==> config.mk <==
export PLATFORM = sky130hd
export DESIGN_NAME = mem_access_unit_flat
export DESIGN_NICKNAME = d
export VERILOG_FILES = /design/src/rtl/mips_pkg.sv /design/src/rtl/mem_access_unit_if.sv /design/src/rtl/mem_load_align.sv /design/src/rtl/mem_access_unit.sv /design/src/flat_wrapper.sv
export SDC_FILE = /design/constraint.sdc
export NUM_CORES = 1
export LEC_CHECK = 0
export ABC_AREA = 0
export CAP_MARGIN = 20
export CORE_MARGIN = 5
export CORE_UTILIZATION = 49
export DETAILED_ROUTE_END_ITERATION = 12
export PLACE_DENSITY = 0.87
export REMOVE_ABC_BUFFERS = 1
export SYNTH_ARGS = -nofsm -noshare
export SYNTH_HDL_FRONTEND = slang
export SYNTH_SLANG_ARGS = --single-unit
==> constraint.sdc <==
create_clock -name CLK -period 6.7 [get_ports CLK]
set_input_delay 1.34 -clock CLK [delete_from_list [all_inputs] [get_ports CLK]]
set_output_delay 1.34 -clock CLK [all_outputs]
set_load 0.02 [all_outputs]
==> src/rtl/mips_pkg.sv <==
`default_nettype none
// ============================================================================
// mips_pkg : shared MIPS opcodes, MEM-stage FSM states, access-size helpers
// Rev 1.0
// ============================================================================
package mips_pkg;

  localparam logic [5:0] OP_LB  = 6'h20;
  localparam logic [5:0] OP_LH  = 6'h21;
  localparam logic [5:0] OP_LW  = 6'h23;
  localparam logic [5:0] OP_LBU = 6'h24;
  localparam logic [5:0] OP_LHU = 6'h25;
  localparam logic [5:0] OP_SB  = 6'h28;
  localparam logic [5:0] OP_SH  = 6'h29;
  localparam logic [5:0] OP_SW  = 6'h2B;

  typedef enum logic [1:0] {
    IDLE = 2'd0,
    BUSY = 2'd1,
    DONE = 2'd2
  } mem_state_t;

  typedef enum logic [1:0] {
    SZ_NONE = 2'd0,
    SZ_BYTE = 2'd1,
    SZ_HALF = 2'd2,
    SZ_WORD = 2'd3
  } mem_size_t;

  function automatic mem_size_t op_size(input logic [5:0] op);
    case (op)
      OP_LB, OP_LBU, OP_SB: op_size = SZ_BYTE;
      OP_LH, OP_LHU, OP_SH: op_size = SZ_HALF;
      OP_LW, OP_SW:         op_size = SZ_WORD;
      default:              op_size = SZ_NONE;
    endcase
  endfunction

  function automatic logic op_is_store(input logic [5:0] op);
    return (op == OP_SB) || (op == OP_SH) || (op == OP_SW);
  endfunction

endpackage
`default_nettype wire

==> src/rtl/mem_access_unit_if.sv <==
`default_nettype none
// ============================================================================
// mem_access_unit_if : pipeline-side and data-memory-side signals of the MEM stage
// Rev 1.0
// ============================================================================
interface mem_access_unit_if;
  logic [5:0]  MEM_Opcode;
  logic [31:0] MEM_ALU_RESULT;
  logic [31:0] MEM_WR_DATA;
  logic [31:0] MEM_RD_DATA;
  logic        MEM_STALL;
  logic        MEM_ALIGN_ERR;
  logic        MEM_BUS_ERR;
  logic        DM_REQ;
  logic        DM_WE;
  logic [31:0] DM_ADDR;
  logic [3:0]  DM_BE;
  logic [31:0] DM_WDATA;
  logic        DM_ACK;
  logic [31:0] DM_RDATA;

  // master = the load/store unit, slave = pipeline plus data memory
  modport master (
    input  MEM_Opcode, MEM_ALU_RESULT, MEM_WR_DATA, DM_ACK, DM_RDATA,
    output MEM_RD_DATA, MEM_STALL, MEM_ALIGN_ERR, MEM_BUS_ERR,
           DM_REQ, DM_WE, DM_ADDR, DM_BE, DM_WDATA
  );

  modport slave (
    output MEM_Opcode, MEM_ALU_RESULT, MEM_WR_DATA, DM_ACK, DM_RDATA,
    input  MEM_RD_DATA, MEM_STALL, MEM_ALIGN_ERR, MEM_BUS_ERR,
           DM_REQ, DM_WE, DM_ADDR, DM_BE, DM_WDATA
  );
endinterface
`default_nettype wire

==> src/rtl/mem_load_align.sv <==
`default_nettype none
// ============================================================================
// mem_load_align : selects the byte/halfword lane of a read word and extends it
// Rev 1.0
// ============================================================================
module mem_load_align
  import mips_pkg::*;
(
  input  wire logic [31:0] rdata_i,
  input  wire logic [1:0]  off_i,
  input  wire logic [5:0]  op_i,
  output logic      [31:0] data_o
);

  logic [7:0]  w_byte;
  logic [15:0] w_half;

  always_comb begin
    w_byte = rdata_i[{off_i, 3'b000} +: 8];
    w_half = off_i[1] ? rdata_i[31:16] : rdata_i[15:0];
    case (op_i)
      OP_LB:   data_o = {{24{w_byte[7]}}, w_byte};
      OP_LBU:  data_o = {24'b0, w_byte};
      OP_LH:   data_o = {{16{w_half[15]}}, w_half};
      OP_LHU:  data_o = {16'b0, w_half};
      default: data_o = rdata_i;
    endcase
  end

endmodule
`default_nettype wire

==> src/rtl/mem_access_unit.sv <==
`default_nettype none
// ============================================================================
// mem_access_unit : MEM-stage load/store engine with req/ack memory handshake
// Rev 1.0
// ============================================================================
module mem_access_unit
  import mips_pkg::*;
#(
  parameter int unsigned TIMEOUT_CYCLES = 64
)(
  input  wire logic         CLK,
  input  wire logic         RESET,
  mem_access_unit_if.master bus
);

  mem_state_t  state_q, state_d;
  logic        req_q, req_d;
  logic        we_q, we_d;
  logic        err_q, err_d;
  logic [31:0] addr_q, addr_d;
  logic [31:0] wdata_q, wdata_d;
  logic [31:0] rd_q, rd_d;
  logic [31:0] cnt_q, cnt_d;
  logic [3:0]  be_q, be_d;
  logic [5:0]  op_q, op_d;
  logic [1:0]  off_q, off_d;

  mem_size_t   w_size;
  logic        w_store, w_aligned, w_start, w_timeout, w_op_is_load;
  logic [1:0]  w_off;
  logic [3:0]  w_be;
  logic [31:0] w_wdata, w_load_data;

  assign w_off = bus.MEM_ALU_RESULT[1:0];

  always_comb begin
    w_size    = op_size(bus.MEM_Opcode);
    w_store   = op_is_store(bus.MEM_Opcode);
    w_be      = 4'b1111;
    w_wdata   = bus.MEM_WR_DATA;
    w_aligned = 1'b1;
    case (w_size)
      SZ_BYTE: begin
        w_wdata = {4{bus.MEM_WR_DATA[7:0]}};
        if (w_store) w_be = 4'b0001 << w_off;
      end
      SZ_HALF: begin
        w_aligned = ~w_off[0];
        w_wdata   = {2{bus.MEM_WR_DATA[15:0]}};
        if (w_store) w_be = w_off[1] ? 4'b1100 : 4'b0011;
      end
      SZ_WORD: w_aligned = (w_off == 2'b00);
      default: ;
    endcase
  end

  assign w_start      = (state_q == IDLE) && (w_size != SZ_NONE) && w_aligned;
  assign w_timeout    = (TIMEOUT_CYCLES != 0) && ((cnt_q + 32'd1) == TIMEOUT_CYCLES);
  assign w_op_is_load = (op_size(op_q) != SZ_NONE) && !op_is_store(op_q);

  mem_load_align u_load_align (
    .rdata_i (bus.DM_RDATA),
    .off_i   (off_q),
    .op_i    (op_q),
    .data_o  (w_load_data)
  );

  always_comb begin
    state_d = state_q;
    req_d   = req_q;
    we_d    = we_q;
    err_d   = err_q;
    addr_d  = addr_q;
    wdata_d = wdata_q;
    rd_d    = rd_q;
    cnt_d   = cnt_q;
    be_d    = be_q;
    op_d    = op_q;
    off_d   = off_q;
    case (state_q)
      IDLE: begin
        if (w_start) begin
          state_d = BUSY;
          req_d   = 1'b1;
          we_d    = w_store;
          addr_d  = {bus.MEM_ALU_RESULT[31:2], 2'b00};
          be_d    = w_be;
          wdata_d = w_wdata;
          op_d    = bus.MEM_Opcode;
          off_d   = w_off;
          cnt_d   = 32'd0;
          err_d   = 1'b0;
        end
      end
      BUSY: begin
        cnt_d = cnt_q + 32'd1;
        // ACK wins over a timeout landing on the same cycle
        if (bus.DM_ACK) begin
          state_d = DONE;
          req_d   = 1'b0;
          if (w_op_is_load) rd_d = w_load_data;
        end else if (w_timeout) begin
          state_d = DONE;
          req_d   = 1'b0;
          err_d   = 1'b1;
          if (w_op_is_load) rd_d = 32'd0;
        end
      end
      DONE: begin
        state_d = IDLE;
        err_d   = 1'b0;
      end
      default: state_d = IDLE;
    endcase
  end

  always_ff @(posedge CLK or posedge RESET) begin
    if (RESET) begin
      state_q <= IDLE;
      req_q   <= 1'b0;
      we_q    <= 1'b0;
      err_q   <= 1'b0;
      addr_q  <= 32'd0;
      wdata_q <= 32'd0;
      rd_q    <= 32'd0;
      cnt_q   <= 32'd0;
      be_q    <= 4'd0;
      op_q    <= 6'd0;
      off_q   <= 2'd0;
    end else begin
      state_q <= state_d;
      req_q   <= req_d;
      we_q    <= we_d;
      err_q   <= err_d;
      addr_q  <= addr_d;
      wdata_q <= wdata_d;
      rd_q    <= rd_d;
      cnt_q   <= cnt_d;
      be_q    <= be_d;
      op_q    <= op_d;
      off_q   <= off_d;
    end
  end

  assign bus.MEM_RD_DATA   = rd_q;
  assign bus.MEM_STALL     = w_start || (state_q == BUSY);
  assign bus.MEM_ALIGN_ERR = (state_q == IDLE) && (w_size != SZ_NONE) && !w_aligned;
  assign bus.MEM_BUS_ERR   = (state_q == DONE) && err_q;
  assign bus.DM_REQ        = req_q;
  assign bus.DM_WE         = we_q;
  assign bus.DM_ADDR       = addr_q;
  assign bus.DM_BE         = be_q;
  assign bus.DM_WDATA      = wdata_q;

endmodule
`default_nettype wire
==> src/flat_wrapper.sv <==
// flat-port wrapper written by rule: the top's interface ports become plain ports
module mem_access_unit_flat import mips_pkg::*;
#(
  parameter int unsigned TIMEOUT_CYCLES = 64
)
  (CLK, RESET, bus_MEM_Opcode, bus_MEM_ALU_RESULT, bus_MEM_WR_DATA, bus_DM_ACK, bus_DM_RDATA, bus_MEM_RD_DATA, bus_MEM_STALL, bus_MEM_ALIGN_ERR, bus_MEM_BUS_ERR, bus_DM_REQ, bus_DM_WE, bus_DM_ADDR, bus_DM_BE, bus_DM_WDATA);
  mem_access_unit_if bus_i ();
  input  wire logic CLK;
  input  wire logic RESET;
  input wire logic [$bits(bus_i.MEM_Opcode)-1:0] bus_MEM_Opcode;
  input wire logic [$bits(bus_i.MEM_ALU_RESULT)-1:0] bus_MEM_ALU_RESULT;
  input wire logic [$bits(bus_i.MEM_WR_DATA)-1:0] bus_MEM_WR_DATA;
  input wire logic [$bits(bus_i.DM_ACK)-1:0] bus_DM_ACK;
  input wire logic [$bits(bus_i.DM_RDATA)-1:0] bus_DM_RDATA;
  output wire logic [$bits(bus_i.MEM_RD_DATA)-1:0] bus_MEM_RD_DATA;
  output wire logic [$bits(bus_i.MEM_STALL)-1:0] bus_MEM_STALL;
  output wire logic [$bits(bus_i.MEM_ALIGN_ERR)-1:0] bus_MEM_ALIGN_ERR;
  output wire logic [$bits(bus_i.MEM_BUS_ERR)-1:0] bus_MEM_BUS_ERR;
  output wire logic [$bits(bus_i.DM_REQ)-1:0] bus_DM_REQ;
  output wire logic [$bits(bus_i.DM_WE)-1:0] bus_DM_WE;
  output wire logic [$bits(bus_i.DM_ADDR)-1:0] bus_DM_ADDR;
  output wire logic [$bits(bus_i.DM_BE)-1:0] bus_DM_BE;
  output wire logic [$bits(bus_i.DM_WDATA)-1:0] bus_DM_WDATA;
  assign bus_i.MEM_Opcode = bus_MEM_Opcode;
  assign bus_i.MEM_ALU_RESULT = bus_MEM_ALU_RESULT;
  assign bus_i.MEM_WR_DATA = bus_MEM_WR_DATA;
  assign bus_i.DM_ACK = bus_DM_ACK;
  assign bus_i.DM_RDATA = bus_DM_RDATA;
  assign bus_MEM_RD_DATA = bus_i.MEM_RD_DATA;
  assign bus_MEM_STALL = bus_i.MEM_STALL;
  assign bus_MEM_ALIGN_ERR = bus_i.MEM_ALIGN_ERR;
  assign bus_MEM_BUS_ERR = bus_i.MEM_BUS_ERR;
  assign bus_DM_REQ = bus_i.DM_REQ;
  assign bus_DM_WE = bus_i.DM_WE;
  assign bus_DM_ADDR = bus_i.DM_ADDR;
  assign bus_DM_BE = bus_i.DM_BE;
  assign bus_DM_WDATA = bus_i.DM_WDATA;
  mem_access_unit #(.TIMEOUT_CYCLES(TIMEOUT_CYCLES)) u_core (.CLK(CLK), .RESET(RESET), .bus(bus_i));
endmodule
======== Word level (Yosys, flattened, before mapping) ========
Cells that the tools add are included.
word-level totals
  register bits after elaboration ......... 143
  input bits .............................. 105
  output and inout port bits .............. 105
  word-level logic and storage cells ...... 100
operators by class
  add/subtract/negate cells ............... 1
  equality and inequality tests ........... 26
  shifts and indexed selects .............. 2
  multiplexer cells ....................... 28
  bitwise logic cells ..................... 1
  reductions and logical operators ........ 31
operators by type and width
  operator                                                           count
  32-bit two-way mux                                                 5
  32-bit case mux with 2 select lines                                2
  32-bit case mux with 4 select lines                                1
  6-bit == test (second input constant)                              16
  32-bit by 1-bit adder with 32-bit output (second input constant)   1
  32-bit by 7-bit == test with 1-bit output (second input constant)  1
  32-bit by 6-bit indexed part select with 8-bit output              1
  16-bit two-way mux                                                 1
  4-bit two-way mux                                                  3
  2-bit case mux with 3 select lines                                 2
  3-bit OR reduction                                                 4
  4-bit case mux with 2 select lines                                 1
  2-bit nonzero test                                                 4
  2-bit == test (second input constant)                              3
  1-bit two-way mux                                                  6
  2-bit two-way mux                                                  3
  2-bit AND reduction                                                3
  3-bit AND reduction                                                2
  1-bit logical AND                                                  5
  1-bit logical OR                                                   5
  2-bit by 1-bit == test with 1-bit output (second input constant)   2
  2-bit zero test                                                    2
  2-bit by 1-bit != test with 1-bit output (second input constant)   2
  1-bit case mux with 2 select lines                                 2
  other kinds (10)                                                   12

======== Logic depth before layout (Yosys ltp) ========
  depth after elaboration ................. 8
  mapped depth ............................ 13
  depth with buffers taken out ............ 11

======== Cells and area by module ========
From an unflattened synthesis, not the netlist that was laid out.
unflattened totals
  cell total of the unflattened synthesis .. 828
  area, all modules ....................... 7793.7 um^2
modules (own cells, without submodules)
  module           instances  cells an instance  area an instance (um^2)  seq. area each (um^2)
  mem_access_unit  1          731                7141.8                   3578.4
  mem_load_align   1          97                 651.9                    0.0

======== Worst setup path before layout ========
OpenSTA, ideal clock, no wires.
  path kind ............................... input to output
  start ................................... in bus_MEM_Opcode[3]
  end ..................................... out bus_MEM_STALL
  data arrival time ....................... 3.206 ns
  required time ........................... 5.360 ns
  setup slack ............................. 2.154 ns
  cell stages on the path ................. 11
  buffers on the path ..................... 2
  path through ............................ a211oi_1 -> o21a_1 -> inv_1 -> ha_1 -> nor2b_1 -> o22ai_1 -> and2_1 -> clkbuf_1 -> nor2_1 -> clkbuf_1 -> inv_1
on the way
  word-level cells in the longest chain between the ends .. 7
  elaborated cells on any way between the ends .. 19
  classes of those cells .................. 10 x eq/ne; 2 x mux; 7 x reduce/logical
ends and longest elaborated chain
  element                                                                  RTL line                                      text
  start: declaration                                                       flat_wrapper.sv:10                            input wire logic [$bits(bus_i.MEM_Opcode)-1:0] bus_MEM_Opcode;
  6-bit == test                                                            mips_pkg.sv:31                                case (op)
  3-bit OR reduction or 2-bit OR reduction (tied branches)                 mips_pkg.sv:31
  2-bit case mux with 3 select lines *                                     mips_pkg.sv:31
  2-bit == test or 2-bit nonzero test (tied branches)                      mem_access_unit.sv:42, mem_access_unit.sv:57
  1-bit case mux with 2 select lines or 1-bit logical AND (tied branches)  mem_access_unit.sv:42, mem_access_unit.sv:57
  1-bit logical AND *                                                      mem_access_unit.sv:57                         assign w_start = (state_q == IDLE) && (w_size != SZ_NONE) && w_aligned;
  1-bit logical OR *                                                       mem_access_unit.sv:146                        assign bus.MEM_STALL = w_start || (state_q == BUSY);
  end: declaration                                                         flat_wrapper.sv:16                            output wire logic [$bits(bus_i.MEM_STALL)-1:0] bus_MEM_STALL;
Every way passes the cells marked *; elsewhere a longest branch is shown, timed or not.

======== Worst setup path in the final report ========
  start ................................... in bus_MEM_Opcode[5]
  end ..................................... out bus_MEM_STALL
Same word-level chain as after synthesis.

==> impl_results.md <==
- Gpl congestion: 0.8570
- Dpl cells: 1284
- Reg2reg end: u_core.bus.MEM_RD_DATA[31]
- Crit path from: bus_MEM_Opcode[5]
- Wire per inst: 17.95 um
- RSZ-0062 raised after global routing: false
- Largest net degree at the start of global routing: 108
- Hold Crit Class: reg -> reg
- Area of the multi-input gates: between 3000 and 4000 um^2
- Layout filler cell count: roughly 1200
- Worst path cell trace: clkdlybuf4s50_1 > nor2b_1 > nand3_1 > inv_1 > ha_1 > nor2b_1 > o22ai_1 > and2_2 > nor2_1 > inv_1 > clkdlybuf4s50_1
- Global-route wire length before repair: 37.78 mm
- Fraction of registers with async set/reset: 100.0%
- Post-CTS resize count: 0
- Htree depth: 4
- Register area share after synthesis: between 40% and 50%
- Drt total wl: 23.66 mm
- Worst Tran Pin Value: 1.010 ns
- Synth warn: 0
- Predominant post-synthesis flop cell: dfrtp_1
- Final Hold Fails: 0
- Min Tclk post-route: 5.636 ns
- CTS hold repair buffers: 0
- WP data arrival: 4.30 ns
- Setup crit start kind: input pin
- Synthesized cell area: around 7800 um^2
- Bufs on Longest Clock Path: 2
- Initial antenna violation count: 0
- Final non-filler cell total: roughly 1300
- Synth-to-Final Area Change: 34.72%
- Setup TNS Final: 0 ns
- CTS buffer count: 17
- CTS Root Cell: clkbuf_16
- Hpwl dp: 16.35 mm
- Die X: 136.3 um
- Fin crit share: 84.12%
- CP required: approximately 5.4 ns
- Fraction of layout cells with a size suffix above 1: 6.261%
- Worst setup EP type: output port
- Synthesized flop and latch total: 143
- PD cells: about 380 nW/um^2
- CP max FO: 13
- R2r setup slk: 3.13 ns
- Overall Global Routing Usage: 25.64%
- Status: complete, no violations
- Core Util, Final: 66.75%
- Avg Inst Size Synth: 8.456 um^2
- Final ANT Viol Nets: 0
- Max incr delay on CP: 0.65 ns
- GRT Residual Overflow: 0
- Worst r2r src: u_core.cnt_q[4]
- Hold depth: 2
- Critical path's slowest cell: clkdlybuf4s50_1
- EDFF count, synth: 0
- Clock Sinks: 143
- Fin. max-slew vios: 0
- PortBufs: a little over 200
- Core area: 15770 um^2
- Final net count: 1200
- Max cap viols: 0
- Diode count: 0
- Max Fclk: 177.4 MHz
- Hold Crit Start: u_core.bus.DM_BE[0]
- Setup-failing EPs final: 0
- DIE AREA: between 15000 and 20000 um^2
- DRT Pass-1 Iters: 5
- Slew margin rel.: 32.56%
- Detailed-route via count: 7607
- Worst Clk Skew: 0.01082 ns
- Critical path class: in -> out
- Initial DRC count: 715
- Starting Density: between 40% and 50%
- Vias in the first global route: around 7400
- Syn Inst Count: 924
- Peak supply drop: 0.2773 mV
- FF-to-FF path depth: 8
- P_leak: 4.437 nW
- # DRC: 0
- Register area: 3578 um^2
- DR vias/cell: between 5 and 6
- Min-Delay Endpoint: u_core.bus.DM_BE[0]
- Final Total Pwr: 4.045 mW
- Post-CTS Setup Bufs: 0
- Post-synth cell types: 59
- Clk slew on worst S/H paths: 0.06 ns
- Final hold slack: 0.4646 ns
- Placement row count: 46
- Ports: 210
- TritonCTS clock tree: done
- Die Height: 136.3 um
- Clk_lat worst skew: 0.42 ns
==> synthesized netlist by cell type, types with 8 or more instances <==
cell type  instances  area [um^2]
a211oi_1          12        90.09
a21boi_0          16        120.1
a21oi_1           50        250.2
a221oi_1           8        70.07
a22oi_1            8        60.06
a31oi_1            8        50.05
a41oi_1           23        201.4
clkbuf_1          57        214.0
dfrtp_1          143         3578
inv_1              9        33.78
mux2_2             8        90.09
nand2_1          220        825.8
nand2b_1           8        50.05
nand3_1           20        100.1
nand4_1           13        81.33
nor2_1            57        214.0
nor2b_1           23        143.9
nor3_1            32        160.2
nor4_1             9        56.30
o21ai_0           75        375.4
o31ai_1           28        210.2
xnor2_1           13        113.9
==> flip-flops by register name, summed over array words and instances (netlist names) <==
signal                  flops
u_core.bus.DM_BE            4
u_core.bus.DM_REQ           1
u_core.bus.DM_ADDR         30
u_core.err_q                1
u_core.state_q              2
u_core.op_q                 6
u_core.bus.MEM_RD_DATA     32
u_core.cnt_q               32
u_core.off_q                2
u_core.bus.DM_WE            1
u_core.bus.DM_WDATA        32
==> cells in the final DEF, fill, tap and decap left out, types with 16 or more instances in the layout <==
cell type	instances
nand2_1	219
clkdlybuf4s50_1	207
dfrtp_1	143
o21ai_0	75
nor2_1	57
a21oi_1	50
nor3_1	32
o31ai_1	28
nor2b_1	23
a41oi_1	23
nand3_1	20
clkbuf_16	17
a21boi_0	16
==> final cells by class <==
cell class	count	share of cell area, %
Multi-Input combinational cell	698	36.81
Sequential cell	143	34.00
Timing Repair Buffer	220	20.80
Clock buffer	18	4.077
Tap cell	216	2.567
Clock inverter	14	1.379
Inverter	9	0.3685
==> how the worst max path moves through the flow <==
stage	endpoint	depth (start not counted)	slack (ns)
3_5_place_dp	bus_MEM_STALL	11	1.10
6_report	bus_MEM_STALL	11	1.06
3_3_place_gp	bus_MEM_STALL	11	1.14
4_1_cts	bus_MEM_STALL	11	1.08
2_1_floorplan	bus_MEM_STALL	9	1.25
5_1_grt	bus_MEM_STALL	11	0.86
==> logic make-up after synthesis <==
group / share of synthesized area (%)
AO/OA/AOI/OAI: 20.85
XOR/XNOR: 2.018
adder cells (fa/ha/maj): 0.9607
buffers and inverters: 4.772
flip-flops: 45.80
multiplexers: 1.569
other: 0.04799
AND/OR/NAND/NOR: 23.99
==> layer usage <==
layer	vias to the layer above	routed length, um	track usage, %
met3	57	2250	9.326
met5	-	0	0
met4	0	726	10.86
met1	3571	9078	30.53
met2	368	11610	41.96
li1	3611	-	-
==> metrics by stage <==
stage	worst slack, ns	area, um^2
global placement	1.140	9917
detailed placement	1.101	9917
floorplan	1.253	7478
finish	1.064	10530
global route	0.8587	10530
CTS	1.081	10490
==> worst max-delay path, delay by kind of cell <==
kind	cells	cell delay, ns
buffers and inverters	4	1.35
AND/OR/NAND/NOR	5	0.82
adder cells (fa/ha/maj)	1	0.47
AO/OA/AOI/OAI	1	0.32
==> power breakdown <==
group | total [mW] | switching (mW) | internal, mW | leakage (nW)
combinational | 1.69 | 0.935 | 0.760 | 2.30
clock | 0.930 | 0.406 | 0.524 | 0.273
sequential | 1.42 | 0.243 | 1.18 | 1.86
(Power assumes the default switching activity.)
